### config.mk
export PLATFORM = sky130hd
export DESIGN_NAME = multicycle_ctrl
export DESIGN_NICKNAME = d
export VERILOG_FILES = /design/src/rtl/rv_ctrl_pkg.sv /design/src/rtl/ctrl_decode.sv /design/src/rtl/multicycle_ctrl.sv
export SDC_FILE = /design/constraint.sdc
export NUM_CORES = 1
export LEC_CHECK = 0
export CAP_MARGIN = 40
export CORE_UTILIZATION = 45
export DETAILED_ROUTE_END_ITERATION = 6
export GPL_TIMING_DRIVEN = 0
export PLACE_DENSITY = 0.8
export SLEW_MARGIN = 20
export SYNTH_ARGS = -nofsm -noshare
export SYNTH_HDL_FRONTEND = slang
export SYNTH_SLANG_ARGS = --single-unit
### constraint.sdc
create_clock -name clk -period 2.85 [get_ports clk]
set_input_delay 0.57 -clock clk [delete_from_list [all_inputs] [get_ports clk]]
set_output_delay 0.57 -clock clk [all_outputs]
set_load 0.02 [all_outputs]
### src/rtl/rv_ctrl_pkg.sv
// Shared control encodings for the multicycle RV32I controller, datapath and immediate generator.
package rv_ctrl_pkg;

  localparam int unsigned XLEN  = 32;
  localparam int unsigned OPC_W = 7;
  localparam int unsigned SEL_W = 2;

  typedef enum logic [2:0] {
    ST_FETCH  = 3'd0,
    ST_DECODE = 3'd1,
    ST_EXEC   = 3'd2,
    ST_MEM    = 3'd3,
    ST_WB     = 3'd4,
    ST_TRAP   = 3'd5
  } state_e;

  localparam logic [OPC_W-1:0] OPC_LUI    = 7'b0110111;
  localparam logic [OPC_W-1:0] OPC_AUIPC  = 7'b0010111;
  localparam logic [OPC_W-1:0] OPC_JAL    = 7'b1101111;
  localparam logic [OPC_W-1:0] OPC_JALR   = 7'b1100111;
  localparam logic [OPC_W-1:0] OPC_BRANCH = 7'b1100011;
  localparam logic [OPC_W-1:0] OPC_LOAD   = 7'b0000011;
  localparam logic [OPC_W-1:0] OPC_STORE  = 7'b0100011;
  localparam logic [OPC_W-1:0] OPC_OPIMM  = 7'b0010011;
  localparam logic [OPC_W-1:0] OPC_OP     = 7'b0110011;

  localparam logic [SEL_W-1:0] SEXT_I = 2'd0;
  localparam logic [SEL_W-1:0] SEXT_S = 2'd1;
  localparam logic [SEL_W-1:0] SEXT_B = 2'd2;
  localparam logic [SEL_W-1:0] SEXT_U = 2'd3;

  localparam logic [SEL_W-1:0] PC_PLUS4 = 2'd0;
  localparam logic [SEL_W-1:0] PC_IMM   = 2'd1;
  localparam logic [SEL_W-1:0] PC_ALU   = 2'd2;

  localparam logic [SEL_W-1:0] WB_ALU = 2'd0;
  localparam logic [SEL_W-1:0] WB_MEM = 2'd1;
  localparam logic [SEL_W-1:0] WB_PC4 = 2'd2;
  localparam logic [SEL_W-1:0] WB_IMM = 2'd3;

  // True for the nine base RV32I major opcodes this controller executes.
  function automatic logic is_rv32i(input logic [OPC_W-1:0] opc);
    logic ok;
    case (opc)
      OPC_LUI, OPC_AUIPC, OPC_JAL, OPC_JALR, OPC_BRANCH,
      OPC_LOAD, OPC_STORE, OPC_OPIMM, OPC_OP: ok = 1'b1;
      default:                                ok = 1'b0;
    endcase
    return ok;
  endfunction

endpackage

### src/rtl/ctrl_decode.sv
// Combinational opcode decoder: immediate format, ALU operand selects, writeback source.
module ctrl_decode
  import rv_ctrl_pkg::*;
(
  input  logic [OPC_W-1:0] i_opcode,
  output logic [SEL_W-1:0] o_sext_op,
  output logic             o_alu_asel,
  output logic             o_alu_bsel,
  output logic [SEL_W-1:0] o_wb_sel,
  output logic             o_illegal
);

  // Opcode to static control fields; I-type/imm-operand/ALU-writeback is the common case.
  always_comb begin
    o_sext_op  = SEXT_I;
    o_alu_asel = 1'b0;
    o_alu_bsel = 1'b1;
    o_wb_sel   = WB_ALU;
    o_illegal  = !is_rv32i(i_opcode);
    case (i_opcode)
      OPC_STORE:  o_sext_op = SEXT_S;
      OPC_BRANCH: begin
        o_sext_op  = SEXT_B;
        o_alu_bsel = 1'b0;
      end
      OPC_LUI: begin
        o_sext_op = SEXT_U;
        o_wb_sel  = WB_IMM;
      end
      OPC_AUIPC: begin
        o_sext_op  = SEXT_U;
        o_alu_asel = 1'b1;
      end
      OPC_OP:            o_alu_bsel = 1'b0;
      OPC_LOAD:          o_wb_sel   = WB_MEM;
      OPC_JAL, OPC_JALR: o_wb_sel   = WB_PC4;
      default: ;
    endcase
  end

endmodule

### src/rtl/multicycle_ctrl.sv
// Multicycle RV32I control FSM: fetch/decode/exec/mem/writeback sequencing and retire counter.
module multicycle_ctrl
  import rv_ctrl_pkg::*;
(
  input  logic             clk,
  input  logic             rst_n,
  input  logic [XLEN-1:0]  inst,
  input  logic             mem_ack,
  input  logic             branch_taken,
  output logic [SEL_W-1:0] sext_op,
  output logic             ir_we,
  output logic             pc_we,
  output logic             rf_we,
  output logic             mem_req,
  output logic             mem_we,
  output logic             mem_fetch,
  output logic             alu_asel,
  output logic             alu_bsel,
  output logic [SEL_W-1:0] pc_sel,
  output logic [SEL_W-1:0] wb_sel,
  output logic             illegal,
  output logic [XLEN-1:0]  instret
);

  state_e           r_state;
  state_e           w_next;
  logic             r_active;
  logic [OPC_W-1:0] r_opcode;
  logic             r_illegal;
  logic [XLEN-1:0]  r_instret;

  logic [SEL_W-1:0] w_dec_sext;
  logic [SEL_W-1:0] w_dec_wb;
  logic             w_dec_asel;
  logic             w_dec_bsel;
  logic             w_dec_illegal;
  logic             w_exec_phase;
  logic             w_retire;
  logic             w_unused_inst;

  ctrl_decode u_decode (
    .i_opcode   (r_opcode),
    .o_sext_op  (w_dec_sext),
    .o_alu_asel (w_dec_asel),
    .o_alu_bsel (w_dec_bsel),
    .o_wb_sel   (w_dec_wb),
    .o_illegal  (w_dec_illegal)
  );

  // Only the major opcode field steers control.
  assign w_unused_inst = ^inst[XLEN-1:OPC_W];

  assign w_exec_phase = (r_state == ST_EXEC) || (r_state == ST_MEM) || (r_state == ST_WB);
  assign w_retire     = w_exec_phase && (w_next == ST_FETCH);

  // State, opcode latch, sticky trap flag and retire counter; r_active keeps mem_req low in the reset cycle.
  always_ff @(posedge clk or negedge rst_n) begin
    if (!rst_n) begin
      r_state   <= ST_FETCH;
      r_active  <= 1'b0;
      r_opcode  <= '0;
      r_illegal <= 1'b0;
      r_instret <= '0;
    end else begin
      r_state  <= w_next;
      r_active <= 1'b1;
      if (r_state == ST_DECODE) r_opcode  <= inst[OPC_W-1:0];
      if (w_next == ST_TRAP)    r_illegal <= 1'b1;
      if (w_retire)             r_instret <= r_instret + XLEN'(1);
    end
  end

  // Next state and strobes; ack is only honoured in states that hold mem_req.
  always_comb begin
    w_next    = r_state;
    ir_we     = 1'b0;
    pc_we     = 1'b0;
    rf_we     = 1'b0;
    mem_req   = 1'b0;
    mem_we    = 1'b0;
    mem_fetch = 1'b0;
    pc_sel    = PC_PLUS4;
    case (r_state)
      ST_FETCH: begin
        mem_req   = r_active;
        mem_fetch = r_active;
        if (r_active && mem_ack) begin
          ir_we  = 1'b1;
          w_next = ST_DECODE;
        end
      end
      ST_DECODE: w_next = is_rv32i(inst[OPC_W-1:0]) ? ST_EXEC : ST_TRAP;
      ST_EXEC: begin
        if (w_dec_illegal) begin
          w_next = ST_TRAP;
        end else begin
          case (r_opcode)
            OPC_BRANCH: begin
              pc_we  = 1'b1;
              pc_sel = branch_taken ? PC_IMM : PC_PLUS4;
              w_next = ST_FETCH;
            end
            OPC_JAL, OPC_JALR: begin
              rf_we  = 1'b1;
              pc_we  = 1'b1;
              pc_sel = (r_opcode == OPC_JAL) ? PC_IMM : PC_ALU;
              w_next = ST_FETCH;
            end
            OPC_LOAD, OPC_STORE: w_next = ST_MEM;
            default:             w_next = ST_WB;
          endcase
        end
      end
      ST_MEM: begin
        mem_req = 1'b1;
        mem_we  = (r_opcode == OPC_STORE);
        if (mem_ack) begin
          if (r_opcode == OPC_STORE) begin
            pc_we  = 1'b1;
            w_next = ST_FETCH;
          end else begin
            w_next = ST_WB;
          end
        end
      end
      ST_WB: begin
        rf_we  = 1'b1;
        pc_we  = 1'b1;
        w_next = ST_FETCH;
      end
      ST_TRAP: w_next = ST_TRAP;
      default: w_next = ST_FETCH;
    endcase
  end

  assign sext_op  = w_dec_sext;
  assign alu_asel = w_exec_phase && w_dec_asel;
  assign alu_bsel = w_exec_phase && w_dec_bsel;
  assign wb_sel   = w_exec_phase ? w_dec_wb : WB_ALU;
  assign illegal  = r_illegal;
  assign instret  = r_instret;

endmodule

==> flow_summary.toml, run 1 <==
[logic_synthesis]
syn-cell-area_um2 = 2405
synth_cell_type_count = 50
synth_sequential_area_ratio_pct = 45.79
synth_top_area_cell = "dfrtp_1"
gate_count_of_the_mapped_netlist = 232
synth.top_cell.area_share_pct = 45.79
postSynthRegisterBits = 44
synth_xor_area_share_pct = 11.65
post_synth_main_area_contributors = "dfrtp_1 46%, xnor2_1 8.0%, and3_1 3.9%"
synth_most_common_cell = "dfrtp_1"
synth_simple_gate_area_share_pct = 27.21
largest_family_of_logic_cells_by_synthesized_area = "simple AND/OR/NAND/NOR gates"
post_synth_fa_ha_maj_area_fraction_pct = 0.5203
synthesis.nets = 269
netlist_top_cells_count = "44 x dfrtp_1, 22 x xnor2_1, 18 x nand3_1"
synth_edf_count = 0
async_flop_share_pct = 100.0
synth.avg_cell_area_um2 = 10.37
yosys-mux-area-fraction_pct = 4.110
synth_compound_area_share_pct = 7.076
yosys_most_used_dff = "dfrtp_1"
ys.warnings.count = 0

[final_layout]
synthToLayoutAreaGrowth_pct = 34.44
drive_above_1_share_pct = 14.00
layout_net_count = 336
antenna-diode-count = 0
fill_cell_count = 463
final-instance-count-excl-fill = 370

[timing]
final_hold_viol_count = 0
timing.setup.tns_ns = 0
timing.final.crit_share_pct = 96.23
drv_slew = 0
max_freq_mhz = 364.6
rsz0062_at_grt = "false"
worst_clock_skew_ns = 0.01167
actual_transition_at_the_worst_max_transition_pin_ns = 0.7181
setup_viol = 0
timing.final.crit_period_ns = 2.742
worst_slew_margin_relative_to_its_limit_pct = 51.87

[worst_setup_path]
crit_fanout = 9
worstPathCellList = "buf_2 -> nor2_1 -> nand3_1 -> nor3_1 -> clkdlybuf4s50_1"
worst_r2r_path_depth = 10
kind_of_start_point_of_the_critical_path = "register"
critical_path.max_stage_delay_ns = 0.63
crit_buf_inv = 2
critical_path_class = "register to output port"
path_delay_family = "buffers and inverters"
cp.arrival_ns = 2.17
crit_cells = 5
cp.required_ns = 2.28
cp_slowest_cell = "clkdlybuf4s50_1"
cp-end-kind = "output port"

[worst_hold_path]
min-delay-path-class = "input pin to asynchronous set/reset pin"

[die]
die-height_um = 75.10
total_number_of_placement_rows = 26
coreArea_um2 = 5140
die_width_um = 75.10
floorplan.initialDensity_pct = 46.79
area_of_the_die_um2 = 5640
count_of_boundary_i_o_pins = 83

[pwr]
p_sw_share_pct = 20.35
p_int_mw = 0.9295
net-switching-power_mw = 0.2375
peakVddDrop_mv = 0.3057
pwr_density_cell_nw_per_um2 = 360.9
power.share.sequential_pct = 53.5
power.combinational.fraction_pct = 3.3
p_leak_nw = 1.366
clock_power_share_pct = 43.2

[detailed_routing]
drc = 0
drtIter0Drc = 68
routed_via_count = 2018
detail_route.first_pass.iterations = 4
vias_per_cell = 5.454
avgRoutedWirePerCell_um = 15.32
postRouteWirelength_mm = 5.668
route.antenna.remaining_nets = 0

[outcome]
run_status = "finished, final reports clean"

[global_route]
antenna_found_initial = 0
grt_remaining_overflow = 0
via_count_of_the_first_global_routing_pass = 1916
wire_length_of_the_first_global_routing_pass_mm = 9.225
grt.total_usage_pct = 21.82
grt_start_max_net_pins = 24

[clock_network]
cts_max_path_buffers = 2
worst_setup_hold_path_clk_slew_ns = 0.09
clkLatencyLatePin_ns = 0.30
postCtsHoldBufs = 0
h_tree_levels = 2
numCtsBuffers = 5
clock_sinks = 44
cts_tree = "done"
cts-root-buf = "clkbuf_8"

[placement]
port-buffer-count = 57
placed_cells = 360
dp_hpwl_mm = 4.029
replace_congestion = 0.8562

[run]
max_cap_violations = 0
==> layout make-up <==
type,instances,area (µm²),share of cell area [%]
Multi-Input combinational cell,174,1229,38.00
Sequential cell,44,1101,34.06
Timing Repair Buffer,60,610.6,18.89
Tap cell,70,87.58,2.709
Clock buffer,6,82.58,2.554
Buffer,8,61.31,1.896
Clock inverter,2,38.79,1.200
Inverter,6,22.52,0.6966
==> through the flow <==
stage	setup slack [ns]	instance area, µm²	util, %	hold WS (ns)	total power [mW]
after floorplan	0.4919	2405	-	0.2744	0.6426
after global placement	0.03310	3063	59.59	0.4412	0.6716
after detailed placement	0.009196	3085	60.03	0.4429	0.6759
after CTS	0.02063	3206	62.37	0.2584	1.176
after global routing	0.01194	3233	62.90	0.2732	1.208
final	0.1075	3233	62.90	0.2431	1.167
==> kinds of logic (layout without fill, tap and decap cells) <==
group | after synthesis | in the layout
xor+xnor | 32 | 32
mux | 9 | 9
fa+ha+maj | 1 | 1
simple gates | 112 | 112
other cells | 1 | 1
compound gates | 19 | 19
buf+inv | 14 | 82
flops | 44 | 44
==> path summary, 6_finish.rpt <==
path                       slack [ns]               startpoint                 endpoint
setup / recovery                 0.11  r_opcode[6]$_DFFE_PN0N_                 alu_asel
hold / removal                   0.24                    rst_n  instret[26]$_DFFE_PN0P_
setup reg to reg                 0.56  r_opcode[2]$_DFFE_PN0N_  instret[22]$_DFFE_PN0P_
hold reg to reg                  0.46      illegal$_DFFE_PN0N_      illegal$_DFFE_PN0N_
max in group asynchronous        2.10                    rst_n   instret[5]$_DFFE_PN0P_
min in group clk                 0.46      illegal$_DFFE_PN0N_      illegal$_DFFE_PN0N_
==> routing by layer <==
layer	wire [µm]	GRT usage [%]
met1	2555	29.33
met3	225	4.685
met2	2801	35.74
met5	0	0
met4	85	6.289
==> power groups by stage <==
stage / sequential [mW] / clock (mW) / combinational, mW
finish: 0.624 / 0.504 / 0.0382
global route: 0.625 / 0.541 / 0.0426
CTS: 0.624 / 0.512 / 0.0392
detailed placement: 0.637 / 0 / 0.0390
global placement: 0.637 / 0 / 0.0345
floorplan: 0.637 / 0 / 0.00548
==> worst reg2reg max path, stage by stage (launching register included) <==
cell and delay [ns]:
dfrtp_1 0.41, buf_6 0.15, or2_4 0.24, a2111oi_4 0.29, o22ai_1 0.15, nor2_2 0.16, and3_1 0.18, buf_4 0.17
buf_6 0.15, nand4_1 0.10, xnor2_1 0.17
==> layout by cell type (no fill, tap or decap), types with 2 or more instances in the layout <==
master,instances
clkdlybuf4s50_1,52
dfrtp_1,44
xnor2_1,22
nand3_1,18
nand2_1,17
and3_1,15
nand4_1,12
nor2_1,11
xor2_1,10
nor3_1,8
mux2_2,6
clkbuf_8,6
buf_2,5
nand2b_1,5
inv_1,5
nor2b_1,3
buf_6,3
or3_1,3
a21oi_1,3
buf_4,3
nand3_2,3
o22ai_1,2
nor2_2,2
o21ai_0,2
a31oi_1,2
mux2i_1,2
nor3_2,2
and4_1,2
==> repair_timing <==
item	4_1_cts	5_1_grt
pin swaps	0	1
setup buffers	0	2
resized for setup	5	4
cloned	0	0
endpoints found under the setup margin	3	7
==> sequential cells by signal (all words and copies together) (netlist names) <==
name / count
instret: 32
r_opcode: 7
r_state: 3
illegal: 1
r_active: 1
Note: power is estimated with default switching activity, not from simulation.
==> inputs of run 2 (changes only) <==
==> constraint.sdc (replaced) <==
create_clock -name clk -period 2.85 [get_ports clk]
set_input_delay 0.57 -clock clk [delete_from_list [all_inputs] [get_ports clk]]
set_output_delay 0.57 -clock clk [all_outputs]
set_load 0.01 [all_outputs]
==> flow_summary.toml, run 2 (same netlist as run 1, synthesis figures left out) <==
[die]
area_of_the_die_um2 = 5640
count_of_boundary_i_o_pins = 83
floorplan.initialDensity_pct = 46.79
die-height_um = 75.10
die_width_um = 75.10
total_number_of_placement_rows = 26
coreArea_um2 = 5140

[clock_network]
cts-root-buf = "clkbuf_8"
worst_setup_hold_path_clk_slew_ns = 0.09
clkLatencyLatePin_ns = 0.30
numCtsBuffers = 5
cts_tree = "done"
postCtsHoldBufs = 0
post_cts_buffers = 0
clock_sinks = 44
cts_max_path_buffers = 2
h_tree_levels = 2

[outcome]
run_status = "finished, final reports clean"

[worst_setup_path]
critical_path.max_stage_delay_ns = 0.40
kind_of_start_point_of_the_critical_path = "register"
cp-end-kind = "output port"
worstPathCellList = "buf_6 -> nand2b_4 -> or2_1 -> or3_4 -> o221ai_4 -> clkdlybuf4s15_1"
path_delay_family = "simple AND/OR/NAND/NOR gates"
crit_fanout = 10
cp_slowest_cell = "or3_4"
crit_buf_inv = 2
worst_r2r_path_depth = 10
cp.required_ns = 2.28
reg2reg_slack_ns = 0.56
endpoint_of_the_lowest_slack_register_to_register_path = "instret[22]$_DFFE_PN0P_"
r2r-start = "r_opcode[2]$_DFFE_PN0N_"
critical_path_class = "register to output port"
cp.arrival_ns = 2.18

[final_layout]
drive_above_1_share_pct = 13.09
finalInstanceArea_um2 = 3213
total_area_of_sequential_cells_um2 = 1101
largest_register_ff_count = 32
most_frequent_cells_in_the_layout = "53 x clkdlybuf4s50_1, 44 x dfrtp_1, 22 x xnor2_1, 18 x nand3_1, 17 x nand2_1"
layout_net_count = 334
antenna-diode-count = 0
layout.cells.most_common = "clkdlybuf4s50_1"
synthToLayoutAreaGrowth_pct = 33.61
fill_cell_count = 461
multi_input_comb_area_um2 = 1229

[placement]
port-buffer-count = 57
replace_congestion = 0.8562
dp_hpwl_mm = 4.029
dpl-instance-area_um2 = 3085

[global_route]
wire_length_of_the_first_global_routing_pass_mm = 9.225
grt_remaining_overflow = 0
via_count_of_the_first_global_routing_pass = 1916
grt.total_usage_pct = 21.82
antenna_found_initial = 0
grt_start_max_net_pins = 24

[timing]
max_freq_mhz = 363.6
hold_slack_ns = 0.2435
rsz0062_at_grt = "false"
worst_clock_skew_ns = 0.01155
drv_slew = 0
setup_viol = 0
actual_transition_at_the_worst_max_transition_pin_ns = 0.7172
final_hold_viol_count = 0
timing.final.crit_share_pct = 96.50
worst_slew_margin_relative_to_its_limit_pct = 51.93
timing.final.crit_period_ns = 2.750
timing.setup.tns_ns = 0

[detailed_routing]
vias_per_cell = 5.462
avgRoutedWirePerCell_um = 15.29
detail_route.first_pass.iterations = 6
drtIter0Drc = 79
met1Wirelength_mm = 2.542
routed_via_count = 2010
route.met2.wl_mm = 2.776
detailroute.wirelength.met3_um = 222
postRouteWirelength_mm = 5.626
drc = 0
routed.top_layer = "met4"
route.antenna.remaining_nets = 0

[run]
max_cap_violations = 0

[pwr]
p_leak_nw = 1.341
pwr_density_cell_nw_per_um2 = 363.1
peakVddDrop_mv = 0.3057

[worst_hold_path]
min-delay-path-class = "input pin to asynchronous set/reset pin"
## run 2: cell count changes in the layout (fill, tap and decap cells not counted)
cell / change
buf_4: -2
clkdlybuf4s15_2: -1
clkdlybuf4s50_1: +1
dlygate4sd2_1: +1
dlymetal6s2s_1: -1
## run 2: layout make-up
type                            instances  area share, %
Clock buffer                            6          2.570
Buffer                                  8          1.908
Multi-Input combinational cell        174          38.24
Inverter                                6         0.7009
Sequential cell                        44          34.27
Clock inverter                          2          1.207
Tap cell                               70          2.726
Timing Repair Buffer                   58          18.38
## run 2: worst reg2reg max path: stages (launching register included)
cell,delay (ns)
dfrtp_1,0.41
buf_6,0.15
or2_4,0.24
a2111oi_4,0.29
o22ai_1,0.15
nor2_2,0.16
and3_1,0.18
buf_4,0.17
buf_6,0.15
nand4_1,0.10
xnor2_1,0.17
## run 2: metrics by stage
step,utilization [%],std cells,worst slack (ns),total power [mW]
floorplan,-,232,0.7023,0.6426
global placement,59.59,359,0.05634,0.6716
detailed placement,60.03,360,0.07691,0.6759
CTS,62.32,368,0.03714,1.176
global route,62.51,368,0.005461,1.208
finish,62.51,368,0.09962,1.167
## run 2: worst max-delay path by stage
| stage | start | end | slack [ns] | cells past startpoint |
|---|---|---|---|---|
| finish | r_opcode[4]$_DFFE_PN0N_ | pc_we | 0.1 | 6 |
| global route | r_opcode[4]$_DFFE_PN0N_ | pc_we | 0.005 | 6 |
| CTS | r_opcode[4]$_DFFE_PN0N_ | pc_we | 0.04 | 6 |
| detailed placement | r_opcode[4]$_DFFE_PN0N_ | pc_we | 0.08 | 6 |
| global placement | rst_n | instret[1]$_DFFE_PN0P_ | 0.06 | 1 |
| floorplan | r_opcode[4]$_DFFE_PN0N_ | pc_sel[1] | 0.70 | 5 |
## run 2: power by group
group	switching, mW	total, mW	internal, mW
Sequential	0.000110	0.624	0.624
Combinational	0.0198	0.0382	0.0184
Clock	0.217	0.504	0.287
Total	0.237	1.17	0.929
## run 2: what timing repair did
action / 4_1_cts / 5_1_grt
setup endpoints to repair: 3 / 4
resized for setup: 3 / 3
pin swaps: 0 / 1
## run 2: layer usage
| layer | up-vias | global-route usage [%] |
|---|---|---|
| met3 | 8 | 4.685 |
| met1 | 996 | 29.33 |
| met4 | 0 | 6.289 |
| li1 | 950 | - |
| met5 | - | 0 |
| met2 | 56 | 35.74 |
